===== src/rtl/ea_sequencer.sv =====
// Multi-cycle effective-address sequencer for the 6502-style core.
// Fetches operand and pointer bytes over a request/ready handshake and reports EA, operand length and page crossing.
module ea_sequencer #(
    parameter int DATA_W       = 8,
    parameter int ADDR_W       = 16,
    parameter int PAGE_PENALTY = 1
) (
    input  logic              CLK,
    input  logic              R,
    input  logic              START,
    input  logic [2:0]        MODE,
    input  logic              IS_STORE,
    input  logic [ADDR_W-1:0] PC_IN,
    input  logic [DATA_W-1:0] X_IN,
    input  logic [DATA_W-1:0] Y_IN,
    output logic              MEM_REQ,
    output logic [ADDR_W-1:0] MEM_ADDR,
    input  logic              MEM_RDY,
    input  logic [DATA_W-1:0] MEM_RDATA,
    output logic              BUSY,
    output logic              DONE,
    output logic [ADDR_W-1:0] EA,
    output logic [1:0]        PC_ADV,
    output logic              PAGE_X
);

    typedef enum logic [2:0] {
        S_IDLE,
        S_OP_LO,
        S_OP_HI,
        S_PTR_LO,
        S_PTR_HI,
        S_FIX,
        S_FIN
    } state_t;

    localparam logic [2:0] M_IMM   = 3'd0;
    localparam logic [2:0] M_ZP    = 3'd1;
    localparam logic [2:0] M_ZP_X  = 3'd2;
    localparam logic [2:0] M_ABS   = 3'd3;
    localparam logic [2:0] M_ABS_X = 3'd4;
    localparam logic [2:0] M_ABS_Y = 3'd5;
    localparam logic [2:0] M_IND_X = 3'd6;
    localparam logic [2:0] M_IND_Y = 3'd7;

    localparam logic [DATA_W-1:0] ZERO_HI = '0;

    state_t            r_state;
    state_t            w_next;
    logic [2:0]        r_mode;
    logic              r_store;
    logic [ADDR_W-1:0] r_pc;
    logic [DATA_W-1:0] r_x;
    logic [DATA_W-1:0] r_y;
    logic [DATA_W-1:0] r_b;
    logic [DATA_W-1:0] r_pl;
    logic [ADDR_W-1:0] r_ea;
    logic [1:0]        r_pc_adv;
    logic              r_page_x;

    logic [DATA_W-1:0] w_idx;
    logic [DATA_W-1:0] w_base;
    logic [DATA_W:0]   w_sum;
    logic [DATA_W-1:0] w_hi;
    logic [DATA_W-1:0] w_zp;
    logic [DATA_W-1:0] w_zp1;
    logic [DATA_W-1:0] w_zpx;
    logic [ADDR_W-1:0] w_pc1;
    logic              w_fix;

    // Shared indexed adder: low byte (operand or pointer) plus index, carry rippled into the byte arriving now.
    assign w_idx  = (r_mode == M_ABS_Y || r_mode == M_IND_Y) ? r_y : r_x;
    assign w_base = (r_state == S_PTR_HI) ? r_pl : r_b;
    assign w_sum  = {1'b0, w_base} + {1'b0, w_idx};
    assign w_hi   = MEM_RDATA + DATA_W'(w_sum[DATA_W]);
    assign w_fix  = r_store | (w_sum[DATA_W] & (PAGE_PENALTY != 0));

    assign w_zp   = (r_mode == M_IND_X) ? r_b + r_x : r_b;
    assign w_zp1  = w_zp + DATA_W'(1);
    assign w_zpx  = MEM_RDATA + r_x;
    assign w_pc1  = r_pc + ADDR_W'(1);

    assign EA     = r_ea;
    assign PC_ADV = r_pc_adv;
    assign PAGE_X = r_page_x;

    always_ff @(posedge CLK) begin
        if (!R) begin
            r_state <= S_IDLE;
        end else begin
            r_state <= w_next;
        end
    end

    always_comb begin
        w_next = r_state;
        case (r_state)
            S_IDLE: begin
                if (START) begin
                    w_next = (MODE == M_IMM) ? S_FIN : S_OP_LO;
                end
            end
            S_OP_LO: begin
                if (MEM_RDY) begin
                    case (r_mode)
                        M_ZP, M_ZP_X:           w_next = S_FIN;
                        M_ABS, M_ABS_X, M_ABS_Y: w_next = S_OP_HI;
                        default:                w_next = S_PTR_LO;
                    endcase
                end
            end
            S_OP_HI: begin
                if (MEM_RDY) begin
                    w_next = (r_mode != M_ABS && w_fix) ? S_FIX : S_FIN;
                end
            end
            S_PTR_LO: begin
                if (MEM_RDY) begin
                    w_next = S_PTR_HI;
                end
            end
            S_PTR_HI: begin
                if (MEM_RDY) begin
                    w_next = (r_mode == M_IND_Y && w_fix) ? S_FIX : S_FIN;
                end
            end
            S_FIX:   w_next = S_FIN;
            S_FIN:   w_next = S_IDLE;
            default: w_next = S_IDLE;
        endcase
    end

    always_comb begin
        MEM_REQ  = 1'b0;
        MEM_ADDR = '0;
        BUSY     = (r_state != S_IDLE);
        DONE     = (r_state == S_FIN);
        case (r_state)
            S_OP_LO: begin
                MEM_REQ  = 1'b1;
                MEM_ADDR = r_pc;
            end
            S_OP_HI: begin
                MEM_REQ  = 1'b1;
                MEM_ADDR = w_pc1;
            end
            S_PTR_LO: begin
                MEM_REQ  = 1'b1;
                MEM_ADDR = {ZERO_HI, w_zp};
            end
            S_PTR_HI: begin
                MEM_REQ  = 1'b1;
                MEM_ADDR = {ZERO_HI, w_zp1};
            end
            default: begin
                MEM_REQ  = 1'b0;
                MEM_ADDR = '0;
            end
        endcase
    end

    // Request latches and result registers; results only change when the final byte of a new request lands.
    always_ff @(posedge CLK) begin
        if (!R) begin
            r_mode   <= '0;
            r_store  <= 1'b0;
            r_pc     <= '0;
            r_x      <= '0;
            r_y      <= '0;
            r_b      <= '0;
            r_pl     <= '0;
            r_ea     <= '0;
            r_pc_adv <= '0;
            r_page_x <= 1'b0;
        end else begin
            case (r_state)
                S_IDLE: begin
                    if (START) begin
                        r_mode  <= MODE;
                        r_store <= IS_STORE;
                        r_pc    <= PC_IN;
                        r_x     <= X_IN;
                        r_y     <= Y_IN;
                        if (MODE == M_IMM) begin
                            r_ea     <= PC_IN;
                            r_pc_adv <= 2'd1;
                            r_page_x <= 1'b0;
                        end
                    end
                end
                S_OP_LO: begin
                    if (MEM_RDY) begin
                        r_b <= MEM_RDATA;
                        if (r_mode == M_ZP) begin
                            r_ea     <= {ZERO_HI, MEM_RDATA};
                            r_pc_adv <= 2'd1;
                            r_page_x <= 1'b0;
                        end else if (r_mode == M_ZP_X) begin
                            r_ea     <= {ZERO_HI, w_zpx};
                            r_pc_adv <= 2'd1;
                            r_page_x <= 1'b0;
                        end
                    end
                end
                S_OP_HI: begin
                    if (MEM_RDY) begin
                        r_pc_adv <= 2'd2;
                        if (r_mode == M_ABS) begin
                            r_ea     <= {MEM_RDATA, r_b};
                            r_page_x <= 1'b0;
                        end else begin
                            r_ea     <= {w_hi, w_sum[DATA_W-1:0]};
                            r_page_x <= w_sum[DATA_W];
                        end
                    end
                end
                S_PTR_LO: begin
                    if (MEM_RDY) begin
                        r_pl <= MEM_RDATA;
                    end
                end
                S_PTR_HI: begin
                    if (MEM_RDY) begin
                        r_pc_adv <= 2'd1;
                        if (r_mode == M_IND_X) begin
                            r_ea     <= {MEM_RDATA, r_pl};
                            r_page_x <= 1'b0;
                        end else begin
                            r_ea     <= {w_hi, w_sum[DATA_W-1:0]};
                            r_page_x <= w_sum[DATA_W];
                        end
                    end
                end
                default: begin
                end
            endcase
        end
    end

endmodule


===== config.mk =====
export PLATFORM = sky130hd
export DESIGN_NAME = ea_sequencer
export DESIGN_NICKNAME = d
export VERILOG_FILES = /design/src/rtl/ea_sequencer.sv
export SDC_FILE = /design/constraint.sdc
export NUM_CORES = 1
export LEC_CHECK = 0
export ABC_AREA = 1
export CAP_MARGIN = 15
export CORE_MARGIN = 2
export CORE_UTILIZATION = 55
export DETAILED_ROUTE_END_ITERATION = 7
export PLACE_DENSITY = 0.91
export SLEW_MARGIN = 40
export SYNTH_ARGS = -nofsm -noshare
export SYNTH_HDL_FRONTEND = slang
export SYNTH_SLANG_ARGS = --single-unit

===== constraint.sdc =====
create_clock -name CLK -period 3.9 [get_ports CLK]
set_input_delay 1.17 -clock CLK [delete_from_list [all_inputs] [get_ports CLK]]
set_output_delay 1.17 -clock CLK [all_outputs]
set_load 0.005 [all_outputs]

# After elaboration in Yosys (flattened, before gate mapping)
# Index checks and enable logic that the tools add are counted.
[totals]
regBits = 74
elab_cells = 97
[op_classes]
add_sub_neg = 6
eq_ne = 21
n_bitwise = 1
reduce_logical = 15
muxes = 43
[op_table]
columns = ["cell", "n"]
rows = [
  ["$mux 16", 9],
  ["$pmux 16 s4", 2],
  ["$mux 8", 3],
  ["$eq 3x3->1 const B", 7],
  ["$mux 2", 9],
  ["$mux 3", 6],
  ["$pmux 3 s6", 1],
  ["$add 16x1->16 const B", 1],
  ["$add 8x8->8", 2],
  ["$eq 3x2->1 const B", 4],
  ["$ne 2x2->1 const B", 6],
  ["$mux 1", 10],
  ["$add 8x8->9", 1],
  ["$add 8x1->8", 1],
  ["$add 8x1->8 const B", 1],
  ["$pmux 2 s4", 1],
  ["$reduce_and 7->1", 1],
  ["$eq 3x1->1 const B", 2],
  ["$logic_not 3->1", 2],
  ["$pmux 3 s2", 1],
  ["$reduce_and 2->1", 3],
  ["$reduce_and 5->1", 1],
  ["$pmux 1 s4", 1],
  ["$reduce_bool 4->1", 1],
  ["other kinds (9)", 10],
]

# Logic depth before layout (Yosys ltp)
# Gate-level depths: netlist of the first run.
[depth]
word_depth = 9
mapped_depth = 26
ltp_nobuf = 24

# Least setup slack after synthesis of the first run
# OpenSTA, ideal clock, no wires.
[synth_path]
path_kind = "reg-to-output"
from = "reg r_b[0]"
to = "out MEM_ADDR[6]"
required_ps = 2730
stages_incl_launch_ff = 16
t_arrival_ps = 2010
path_slack_ps = 720
path_buffers = 0
path_cell_list = "dfxtp_1 > ha_1 > inv_1 > fa_1 > inv_1 > nand4_1 > nand2_1 > ha_1 > inv_1 > nor2_1 > nand2_1 > nor2_1 > nand2_1 > nand3_1 > nand3_1 > nand2_1"
[synth_between]
elab_chain_len = 4
[synth_rtl]
columns = ["element", "line_no", "rtl"]
rows = [
  ["start: declaration", "55", "logic [DATA_W-1:0] r_b;"],
  ["start signal: assignment", "170", "r_b <= '0;"],
  ["start signal: assignment", "193", "r_b <= MEM_RDATA;"],
  ["$add 8x8->8", "78", "assign w_zp = (r_mode == M_IND_X) ? r_b + r_x : r_b;"],
  ["$mux 8 (*)", "78", ""],
  ["$add 8x1->8", "79", "assign w_zp1 = w_zp + DATA_W'(1);"],
  ["$pmux 16 s4 (*)", "138", "case (r_state)"],
  ["end: declaration", "17", "output logic [ADDR_W-1:0] MEM_ADDR,"],
]
# Every way passes the cells marked *; elsewhere a longest branch is shown, timed or not.

# Worst setup path after layout of the first run
[layout_path]
from = "reg r_x[0]"
to = "out MEM_ADDR[7]"
[layout_between]
elab_chain_len = 4
[layout_rtl]
columns = ["element", "line_no", "rtl"]
rows = [
  ["start: declaration", "53", "logic [DATA_W-1:0] r_x;"],
  ["start signal: assignment", "168", "r_x <= '0;"],
  ["start signal: assignment", "182", "r_x <= X_IN;"],
  ["$add 8x8->8 (*)", "78", ""],
  ["$mux 8 (*)", "78", ""],
  ["$add 8x1->8", "79", ""],
  ["$pmux 16 s4 (*)", "138", ""],
]
# Marked as above.

==> results of run 1 <==
cell usage after synthesis, types with 5 or more instances:
cell type	instances	area, µm²
buf_4	5	37.5
xor2_1	8	70.1
nand4_1	12	75.1
o21ai_0	112	561
buf_2	7	35.0
ha_1	26	325
dfxtp_1	74	1480
a21oi_1	102	510
nand2_1	196	736
inv_1	110	413
o211ai_1	9	67.6
nand3_1	66	330
inv_2	7	26.3
nor2_1	64	240
clkbuf_1	20	75.1
worst max-delay path: cells and delay by family, from the launching register on:
family / cells / cell delay (ps)
buf+inv: 5 / 400
fa+ha+maj: 2 / 590
simple gates: 10 / 970
flops: 1 / 340
layer usage:
layer  vias to the layer above  wire [µm]
met5                         -          0
met4                         0        590
met3                        61       2020
met2                       414       8060
met1                      2914       7410
li1                       3097          -
cell families after synthesis:
kind of cell	after synthesis
AOI/OAI and AO/OA	256
xor gates and xnor gates	9
adders and majority gates	29
buffers and inverters	153
DFF	74
and+or+nand+nor	356
final cells by class:
type                            instances  area (µm²)  share of cell area
Clock inverter                          7        83.8              0.0123
Clock buffer                            9         124              0.0182
Timing Repair Buffer                  113        1070               0.157
Inverter                              117         439              0.0645
Tap cell                              133         166              0.0244
Multi-Input combinational cell        650        3440               0.506
Sequential cell                        74        1480               0.218
per-stage QoR:
stage                     area (µm²)  hold slack [ps]
after global placement          6500              438
final                           6810              453
after global routing            6810              480
after floorplan                 5490              425
after detailed placement        6500              443
after CTS                       6750              456
worst paths after layout:
kind	endpoint	slack, ps	start	depth (start not counted)
max reg2reg	EA[12]$_SDFFE_PN0P_	390	r_state[1]$_SDFFE_PN0P_	21
max	MEM_ADDR[7]	50	r_x[0]$_SDFFE_PN0P_	17
min reg2reg	r_y[4]$_SDFFE_PN0P_	450	r_y[4]$_SDFFE_PN0P_	2
min	r_y[4]$_SDFFE_PN0P_	450	r_y[4]$_SDFFE_PN0P_	2
flip-flops by register name, indices dropped and copies added (netlist names):
name and cells:
EA 16, PAGE_X 1, PC_ADV 2, r_b 8, r_mode 3, r_pc 16, r_pl 8, r_state 3
r_store 1, r_x 8, r_y 8
power by group:
group / internal [mW] / switching (mW)
clock: 0.309 / 0.349
combinational: 1.01 / 1.64
sequential: 0.993 / 0.194
total: 2.32 / 2.18
timing repair:
action | in CTS | in global routing
setup endpoints to repair | 7 | 7
resized for setup | 16 | 22
buffers inserted | 5 | 0
pin swaps | 5 | 9
==> results_dict.tcl, run 1 <==
set metrics [dict create \
    number_of_antenna_violations_at_the_first_check_in_global_routing 0 \
    report.final.slew_viol_count 0 \
    timing.final.crit_share 0.987 \
    synthSimpleGateAreaFrac 0.278 \
    gr-max-usage-layer "met2" \
    final-setup-viol-count 0 \
    vdd_drop_max_uv 510 \
    antenna_cells_inserted 0 \
    yosys.area_share.adder 0.0702 \
    yosys_register_bits 74 \
    ioPinCount 86 \
    holdBufCountCts 0 \
    mostFrequentLayoutCells "nand2_1 (192), o21ai_0 (109), inv_1 (108), a21oi_1 (102), clkdlybuf4s50_1 (78)" \
    die_w_um 104 \
    final_util 0.700 \
    slowest_delay_ps 430 \
    grtUsageTotal 0.329 \
    first_global_vias 5873 \
    final_critical_path_setup_slack_ps 50.0 \
    crit_path_top_delay_cell "fa_2" \
    core-area_um2 9730 \
    max-clock-path-buffers 2 \
    drt_first_iter_violations 884 \
    cp_cell_sequence "ha_4 -> inv_2 -> fa_2 -> inv_2 -> nand4_1 -> nand2_2 -> buf_6 -> nand2_1 -> nor2_2 -> nand2_2 -> nor2_4 -> buf_6 -> nand3_1 -> nand2_1 -> nand3_1 -> nand2_1 -> clkbuf_2" \
    hold_path_class "reg2reg" \
    synth.distinct_cells 44 \
    fin_cells 1103 \
    grt_setup_unrepaired "yes" \
    place.detailed.instances 1082 \
    clk_latency_ps 370 \
    syn-instance-count 877 \
    fin_crit_ps 3850 \
    cp_data_required_time_ps 2730 \
    finish.net_count 1042 \
    synth_async_sr_flop_share 0 \
    power_leakage_nw 2.95 \
    fp-row-count 36 \
    dieHeight_um 104 \
    layout.filler_cells 819 \
    power.density_nw_per_um2 660 \
    setup_total_negative_slack_ps 0 \
    p_total_mw 4.50 \
    synth.cell_area_um2 5490 \
    pre_cts_slack_ps 51.3 \
    grt_max_degree 38 \
    die_area_um2 10800 \
    route.detailed.drc 0 \
    initial_standard_cell_utilization_of_the_core 0.564 \
    synth-warning-count 0 \
    worst_slew_margin_rel 0.469 \
    ctsHtreeMaxLevel 3 \
    synth_enable_flop_cells 0 \
    worst-path-max-fanout 3 \
    dpl.hpwl_um 13500 \
    final.setup_skew_ps 7.08 \
    synth_compound_area_frac 0.253 \
    drt-wirelength-per-cell_um 16.4 \
    globalplace.congestion 1.01 \
    post_synth_mux_area_share 0 \
    final_hold_viol_count 0 \
    root_buffer "clkbuf_8" \
    slew_at_the_pin_with_the_worst_max_slew_slack_ps 796 \
    criticalPathCategory "reg2out" \
    most_common_cell_after_layout_fill_and_taps_aside "nand2_1" \
    critPathCaptureType "primary output" \
    synth_fp_nets 954 \
    detail-route-antenna-nets 0 \
    grt_util_met3 0.0620 \
    arrival_ps 2680 \
    cts_bufs_inserted 9 \
    tritoncts "built" \
    overflow 0 \
    combinational_family_with_the_most_area_after_synthesis "simple AND/OR/NAND/NOR gates" \
    cts.sink_count 74 \
    layout_cells_sized_above_1 0.0897 \
    dr_vias 6486 \
    routed_vias_inst 5.88 \
    drtPass1Iterations 6 \
    critical_path.startpoint_type "register" \
    layout-area-overhead-vs-synth_pct 24.0 \
    achievable-frequency_ghz 0.260 \
    gr-usage-met1 0.440 \
    clkSlewWorstSetupHoldPaths_ps 90 \
    max_cap_viol_count 0 \
    port_buffers 85 \
    synth.yosys.seq_area_share 0.270 \
    synth-xor-area-share 0.0144 \
    routed_wl_um 18100 \
    grt_first_pass_wirelength_um 28800 \
    globalRouteMet2Util 0.525 \
    syn_area_per_cell_um2 6.26 \
    cpMostUsedCell "nand2_1" \
    synth-main-ff-cell "dfxtp_1" \
    outcome "complete, no violations" \
]
No activity file was read; power rests on OpenSTA's default activity.
==> run 2, diff against run 1 <==
- GPL_ROUTABILITY_DRIVEN: not set -> 0
==> results_dict.tcl, run 2 (synthesis gave the netlist of run 1 again) <==
set metrics [dict create \
    tritoncts "built" \
    clkSlewWorstSetupHoldPaths_ps 90 \
    die_w_um 104 \
    worst_slew_margin_rel 0.464 \
    antenna_cells_inserted 0 \
    fin_crit_ps 3860 \
    ctsHtreeMaxLevel 3 \
    overflow 0 \
    grt_setup_unrepaired "yes" \
    clk_latency_ps 370 \
    route.detailed.drc 0 \
    drtPass1Iterations 7 \
    hold_path_class "reg2reg" \
    critPathCaptureType "primary output" \
    grt_first_pass_wirelength_um 28900 \
    routed_wl_um 18500 \
    final_hold_viol_count 0 \
    setup_total_negative_slack_ps 0 \
    final.setup_skew_ps 5.65 \
    root_buffer "clkbuf_8" \
    first_global_vias 5971 \
    min_to "r_y[5]$_SDFFE_PN0P_" \
    grtUsageTotal 0.330 \
    timing.final.crit_share 0.988 \
    cts.sink_count 74 \
    number_of_antenna_violations_at_the_first_check_in_global_routing 0 \
    dieHeight_um 104 \
    grt_max_degree 39 \
    drt-wirelength-per-cell_um 16.8 \
    power_leakage_nw 2.95 \
    min-delay-start "r_y[5]$_SDFFE_PN0P_" \
    port_buffers 85 \
    dr_vias 6638 \
    ioPinCount 86 \
    layout_cells_sized_above_1 0.0849 \
    routed_vias_inst 6.04 \
    finish.net_count 1038 \
    most_common_cell_after_layout_fill_and_taps_aside "nand2_1" \
    timing.rr.start "r_mode[2]$_SDFFE_PN0P_" \
    report.final.slew_viol_count 0 \
    core-area_um2 9730 \
    detail-route-antenna-nets 0 \
    initial_standard_cell_utilization_of_the_core 0.564 \
    power.density_nw_per_um2 667 \
    max-clock-path-buffers 2 \
    layout-area-overhead-vs-synth_pct 23.1 \
    drt_first_iter_violations 884 \
    reg2reg_depth 20 \
    worst-path-max-fanout 2 \
    cp_data_required_time_ps 2730 \
    critical_path.startpoint_type "register" \
    outcome "complete, no violations" \
    final-setup-viol-count 0 \
    max_cap_viol_count 0 \
    fin_cells 1099 \
    mostFrequentLayoutCells "nand2_1 (195), inv_1 (110), o21ai_0 (108), a21oi_1 (102), clkdlybuf4s50_1 (77)" \
    arrival_ps 2690 \
    dpl.hpwl_um 13400 \
    min_path_cells 2 \
    achievable-frequency_ghz 0.259 \
    slew_at_the_pin_with_the_worst_max_slew_slack_ps 804 \
    rr_endpoint "EA[12]$_SDFFE_PN0P_" \
    r2r_setup_slack_ps 320 \
    place.detailed.instances 1078 \
    fp-row-count 36 \
    criticalPathCategory "reg2out" \
    p_total_mw 4.50 \
    cts_bufs_inserted 9 \
    vdd_drop_max_uv 575 \
    die_area_um2 10800 \
]
-- run 2: cell count changes in the layout (fill, tap and decap cells not counted), moves of 2 or more --
cell,change
nor2_2,+5
buf_6,-3
inv_1,+2
inv_2,-2
nor2_4,-3
dlygate4sd2_1,-2
nand2_1,+3
nor2_1,-2
nand2_2,-3
dlymetal6s2s_1,+2
-- run 2: final cells by class --
cell class	count	area, µm²
Tap cell	133	166
Inverter	117	439
Clock inverter	7	83.8
Clock buffer	9	124
Sequential cell	74	1490
Timing Repair Buffer	109	1030
Fill cell	811	2970
Multi-Input combinational cell	650	3430
-- run 2: power by group --
group / internal, mW / total (mW) / switching, mW
clock: 0.308 / 0.649 / 0.341
sequential: 0.994 / 1.20 / 0.203
combinational: 0.997 / 2.66 / 1.66
-- run 2: stage by stage --
stage,worst slack [ps],cell area (µm²),hold WS [ps],util
after floorplan,720,5490,425,-
after global placement,133,6470,437,0.665
after detailed placement,65.2,6470,442,0.665
after CTS,-33.8,6710,455,0.690
after global routing,-118,6760,479,0.695
final,45.0,6760,454,0.695
-- run 2: how the worst max path moves through the flow --
stage	start	to	cells after the start
floorplan	r_b[0]$_SDFFE_PN0P_	MEM_ADDR[6]	15
global placement	r_b[0]$_SDFFE_PN0P_	MEM_ADDR[6]	16
detailed placement	r_b[0]$_SDFFE_PN0P_	MEM_ADDR[6]	16
CTS	r_x[0]$_SDFFE_PN0P_	MEM_ADDR[6]	17
global route	r_x[0]$_SDFFE_PN0P_	MEM_ADDR[7]	16
finish	r_x[0]$_SDFFE_PN0P_	MEM_ADDR[7]	16
-- run 2: metal layers --
metal | routed length (µm) | track usage | part of all wire
met5 | 0 | 0 | 0
met4 | 1030 | 0.171 | 0.056
met3 | 2340 | 0.0846 | 0.13
met2 | 7920 | 0.512 | 0.43
met1 | 7220 | 0.425 | 0.39
-- run 2: timing repair --
action                     in CTS  in global routing
resized for setup              11                 23
setup buffers                   4                  1
setup endpoints to repair       6                  8
hold buffers                    0                  0
pin swaps                       5                  8
-- run 2: worst max-delay path, stage by stage (launching register included) --
cell and delay [ps]:
dfxtp_2 360, ha_4 130, inv_1 40, fa_1 430, inv_1 60, nand4_1 80
nand2_1 110, buf_4 120, nand2_1 50, nor2_2 110, buf_4 140, nand3_2 80
nor2_2 130, nand3_1 80, nand3_1 90, nand2_1 50, dlygate4sd2_1 250
